$ cat src/rtl/updown_sweep_pkg.sv
// Shared definitions for the up/down sweep controller: default count width
// and the controller state encoding.
package updown_sweep_pkg;

    localparam int unsigned DEFAULT_WIDTH = 4;

    typedef enum logic [1:0] {
        IDLE = 2'd0,
        UP   = 2'd1,
        DOWN = 2'd2,
        DONE = 2'd3
    } state_t;

endpackage

$ cat src/rtl/sweep_counter_core.sv
// Loadable up/down counter register used by the sweep controller.
// Ports: clk, reset (async, active-high), en (step enable), dir (1=up, 0=down),
//        load/load_val (synchronous load, priority over en), count (register).
module sweep_counter_core
    import updown_sweep_pkg::*;
#(
    parameter int unsigned WIDTH = DEFAULT_WIDTH
) (
    input  logic             clk,
    input  logic             reset,
    input  logic             en,
    input  logic             dir,
    input  logic             load,
    input  logic [WIDTH-1:0] load_val,
    output logic [WIDTH-1:0] count
);

    // Load wins over stepping; the controller never steps past its bounds.
    always_ff @(posedge clk or posedge reset) begin
        if (reset) begin
            count <= WIDTH'(0);
        end else if (load) begin
            count <= load_val;
        end else if (en) begin
            count <= dir ? (count + WIDTH'(1)) : (count - WIDTH'(1));
        end
    end

endmodule

$ cat src/rtl/updown_sweep_ctrl.sv
// Up/down sweep controller: on an accepted start, counts lo->hi->lo for the
// requested number of periods, then pulses done. Supports hold and abort.
// Ports: clk, reset (async, active-high), start, abort, hold, lo, hi, sweeps
//        (job parameters, latched at start); count (counter register),
//        upordown (UP state), busy (UP or DOWN), done (DONE state pulse),
//        err (registered pulse on a rejected start).
module updown_sweep_ctrl
    import updown_sweep_pkg::*;
#(
    parameter int unsigned WIDTH = DEFAULT_WIDTH
) (
    input  logic             clk,
    input  logic             reset,
    input  logic             start,
    input  logic             abort,
    input  logic             hold,
    input  logic [WIDTH-1:0] lo,
    input  logic [WIDTH-1:0] hi,
    input  logic [WIDTH-1:0] sweeps,
    output logic [WIDTH-1:0] count,
    output logic             upordown,
    output logic             busy,
    output logic             done,
    output logic             err
);

    state_t           state_q, state_d;
    logic [WIDTH-1:0] rem_q, rem_d;
    logic [WIDTH-1:0] lo_q, lo_d;
    logic [WIDTH-1:0] hi_q, hi_d;
    logic             err_q, err_d;

    logic             cnt_en;
    logic             cnt_dir;
    logic             cnt_load;

    sweep_counter_core #(
        .WIDTH(WIDTH)
    ) u_core (
        .clk     (clk),
        .reset   (reset),
        .en      (cnt_en),
        .dir     (cnt_dir),
        .load    (cnt_load),
        .load_val(lo),
        .count   (count)
    );

    // State, remaining-period count, latched bounds and error flag.
    always_ff @(posedge clk or posedge reset) begin
        if (reset) begin
            state_q <= IDLE;
            rem_q   <= WIDTH'(0);
            lo_q    <= WIDTH'(0);
            hi_q    <= WIDTH'(0);
            err_q   <= 1'b0;
        end else begin
            state_q <= state_d;
            rem_q   <= rem_d;
            lo_q    <= lo_d;
            hi_q    <= hi_d;
            err_q   <= err_d;
        end
    end

    // Next-state and counter control; abort outranks hold in UP/DOWN.
    always_comb begin
        state_d  = state_q;
        rem_d    = rem_q;
        lo_d     = lo_q;
        hi_d     = hi_q;
        err_d    = 1'b0;
        cnt_en   = 1'b0;
        cnt_dir  = 1'b0;
        cnt_load = 1'b0;

        unique case (state_q)
            IDLE: begin
                if (start) begin
                    if ((lo < hi) && (sweeps != WIDTH'(0))) begin
                        lo_d     = lo;
                        hi_d     = hi;
                        rem_d    = sweeps;
                        cnt_load = 1'b1;
                        state_d  = UP;
                    end else begin
                        err_d = 1'b1;
                    end
                end
            end
            UP: begin
                if (abort) begin
                    state_d = IDLE;
                end else if (!hold) begin
                    cnt_en = 1'b1;
                    if (count == hi_q) begin
                        cnt_dir = 1'b0;
                        state_d = DOWN;
                    end else begin
                        cnt_dir = 1'b1;
                    end
                end
            end
            DOWN: begin
                if (abort) begin
                    state_d = IDLE;
                end else if (!hold) begin
                    if (count != lo_q) begin
                        cnt_en  = 1'b1;
                        cnt_dir = 1'b0;
                    end else if (rem_q != WIDTH'(1)) begin
                        // Another period remains: turn around at lo.
                        rem_d   = rem_q - WIDTH'(1);
                        cnt_en  = 1'b1;
                        cnt_dir = 1'b1;
                        state_d = UP;
                    end else begin
                        state_d = DONE;
                    end
                end
            end
            DONE: begin
                state_d = IDLE;
            end
            default: begin
                state_d = IDLE;
            end
        endcase
    end

    // Outputs decode straight from registers.
    assign upordown = (state_q == UP);
    assign busy     = (state_q == UP) || (state_q == DOWN);
    assign done     = (state_q == DONE);
    assign err      = err_q;

endmodule

$ cat config.mk
export PLATFORM = sky130hd
export DESIGN_NAME = updown_sweep_ctrl
export DESIGN_NICKNAME = d
export VERILOG_FILES = /design/src/rtl/updown_sweep_pkg.sv /design/src/rtl/sweep_counter_core.sv /design/src/rtl/updown_sweep_ctrl.sv
export SDC_FILE = /design/constraint.sdc
export NUM_CORES = 1
export LEC_CHECK = 0
export ABC_AREA = 1
export CORE_UTILIZATION = 47
export CTS_CLUSTER_SIZE = 14
export DETAILED_ROUTE_END_ITERATION = 6
export PLACE_DENSITY_LB_ADDON = 0.05
export SYNTH_ARGS = -nofsm -noshare
export SYNTH_HDL_FRONTEND = slang
export SYNTH_SLANG_ARGS = --single-unit
$ cat constraint.sdc
create_clock -name clk -period 6.1 [get_ports clk]
set_clock_uncertainty 0.15 [all_clocks]
set_input_delay 0.915 -clock clk [delete_from_list [all_inputs] [get_ports clk]]
set_output_delay 0.915 -clock clk [all_outputs]
set_load 0.01 [all_outputs]
==> flow_summary.yaml <==
job:
  cap_viol_max_count: 0
die:
  fp-row-count: 19
  core_area_sq_um: 2850
  fp.dieW_um: 57.6
  die_y_um: 57.6
  initial_utilization: 0.510
  pin_count: 25
  die_area_sq_um: 3320
pwr:
  power_mw: 0.753
  vdd_drop_max_mv: 0.221
  leakage_nw: 0.924
  p_per_area_nw_per_um2: 433
finish:
  final_common_cell: "nand2_1"
  final_cell_mix: "nand2_1 (71), inv_1 (35), clkdlybuf4s50_1 (24), dfrtp_1 (19)"
  nNetsFinal: 267
  drive_gt1_frac: 0.0805
  area_growth_pct: 19.4
  antenna_cells: 0
  fillers: 270
  postLayoutCoreUtil: 0.609
drt:
  dr_total_vias: 1301
  final_antenna_net_count: 0
  drt-met1-wl_mm: 1.39
  routed.top_layer: "met4"
  via_per_inst: 4.87
  drt_wl_total_mm: 3.02
  routed-wl-met2_mm: 1.49
  wl_met3_um: 84
  drtIter0Drc: 79
  wire_per_inst_um: 11.3
  drc: 3
  drt_first_pass_iters: 6
yosys:
  netlist.top_cell.by_area: "dfrtp_1"
  synthCells: 211
  syn-mean-instance-area_sq_um: 6.89
  ys_warn_count: 0
  synth_top_area_share: 0.327
  ys_ff_latch: 19
  synth_area_leaders: "dfrtp_1 (33%), nand2_1 (18%), ha_1 (10%)"
  syn-num-nets: 241
  synth_area_sq_um: 1450
  ys_types: 26
  synth_seq_area_share: 0.327
sta:
  timing.fmax_mhz: 343
  period_minus_slack_ns: 2.91
  worst_pin_slew_ns: 0.771
  finalSetupViolCount: 0
  hold_violations: 0
  layout_setup_ws_ns: 3.19
  slew_headroom: 0.486
  rsz0062_at_grt: "false"
  drv_slew: 0
  period_share: 0.477
  fin_tns_setup_ns: 0
critical_path:
  arrival_ns: 3.00
  critPathTopFamily: "simple AND/OR/NAND/NOR gates"
  path_class: "in -> reg"
  r2r-start: "state_q[0]"
  max_stage_delay_ns: 0.47
  crit_chain: "clkdlybuf4s50_1, inv_2, nand3_1, nor2_1, nand3_2, nand2_2, nand2_2, ha_1, a21oi_1, nand2_1, nand2_1, nand2_1, nand3_1, nand3_1, a21oi_1"
  slowest_stage: "clkdlybuf4s50_1"
  r2r_cells: 15
  crit_buf_inv: 2
  r2r-end: "u_core.count[3]"
  crit_fanout: 4
  critPathCaptureType: "flip-flop"
  cp-start-kind: "input pin"
  cp.required_ns: 6.19
  r2r_slack_ns: 3.38
global_routing:
  grt_start_max_net_pins: 24
  antenna_found_initial: 0
  grt_pass1_vias: 1242
  gr-total-overflow: 0
  track_usage: 0.209
  grt_pass1_wl_mm: 5.28
hold_path:
  hold_depth: 2
  min_from: "hi_q[2]"
  hold_class: "reg -> reg"
  worstHoldEndpoint: "hi_q[2]"
clock_network:
  insertion_delay_ns: 0.32
  post_cts_resize_count: 0
  post_cts_buffers: 0
  clk_path_buf_depth: 2
  tritoncts: "done"
  cts_buffers: 3
  root_buffer: "clkbuf_4"
  h-tree-depth: 1
  path_clk_slew_ns: 0.12
  cts_sinks: 19
  cts-hold-fix-buffers: 0
status:
  violations: "design-rule violations"
  status: "finished, violations left"
placed_design:
  dp_slack_ns: 2.92
  hpwlAfterDp_mm: 2.36
  numPortBuffers: 24
  gp_congestion: 0.933
## report_power, final
part | switching (mW) | internal, mW | leakage [nW]
sequential | 0.0598 | 0.184 | 0.236
clock | 0.0443 | 0.0246 | 0.0177
combinational | 0.251 | 0.190 | 0.670
total | 0.355 | 0.398 | 0.924
## worst max-delay path by stage
stage	startpoint	to	slack [ns]	cells past startpoint
after global placement	abort	u_core.count[3]	3.00	15
final	abort	u_core.count[3]	3.19	15
after global routing	hold	u_core.count[3]	3.00	15
after floorplan	hold	u_core.count[3]	3.58	14
after CTS	abort	u_core.count[3]	3.21	15
after detailed placement	abort	u_core.count[3]	2.92	15
## layout make-up
class / instances / area [sq um] / share of cell area
clock buffers: 3 / 22.5 / 0.0130
clock inverters: 1 / 5.00 / 0.00288
inverters: 39 / 146 / 0.0843
multi-input cells: 150 / 808 / 0.465
flip-flops and latches: 19 / 475 / 0.274
well taps: 31 / 38.8 / 0.0223
repair buffers: 24 / 240 / 0.138
## tightest hold or removal path: cells and delay by family, from the launching register on
family	cells	cell delay [ns]
compound gates	1	0.06
flops	1	0.39
simple gates	1	0.05
## layer usage
metal  vias up  track usage
met4         0       0.0976
met3         5       0.0223
met1       575        0.260
li1        698            -
met2        23        0.365
met5         -            0
## synthesized netlist by cell type (all sizes together)
cell type	instances
nand2	76
inv	39
o21ai	23
dfrtp	19
nor2	16
ha	12
nand3	7
a21oi	6
buf	3
nand4	2
nor3	2
xor2	2
a2bb2oi	1
fa	1
o21a	1
o21bai	1
## logic make-up after synthesis
| family | Yosys count | share of synthesized area |
|---|---|---|
| and+or+nand+nor | 103 | 0.308 |
| buffers and inverters | 42 | 0.117 |
| AOI/OAI and AO/OA | 32 | 0.119 |
| DFF | 19 | 0.327 |
| adders and majority gates | 13 | 0.117 |
| xor gates and xnor gates | 2 | 0.0121 |
## metrics by stage
| step | instance area, sq um | hold WS [ns] | cells |
|---|---|---|---|
| detailed placement | 1710 | 0.357 | 263 |
| global placement | 1710 | 0.343 | 263 |
| finish | 1740 | 0.379 | 267 |
| floorplan | 1450 | 0.324 | 211 |
| global route | 1740 | 0.419 | 267 |
| CTS | 1740 | 0.386 | 267 |
## sequential cells by signal, summed over array words and instances, names as in the netlist
register,count
rem_q,4
hi_q,4
state_q,2
lo_q,4
err,1
u_core.count,4
Power figures use the tool's default switching activity.
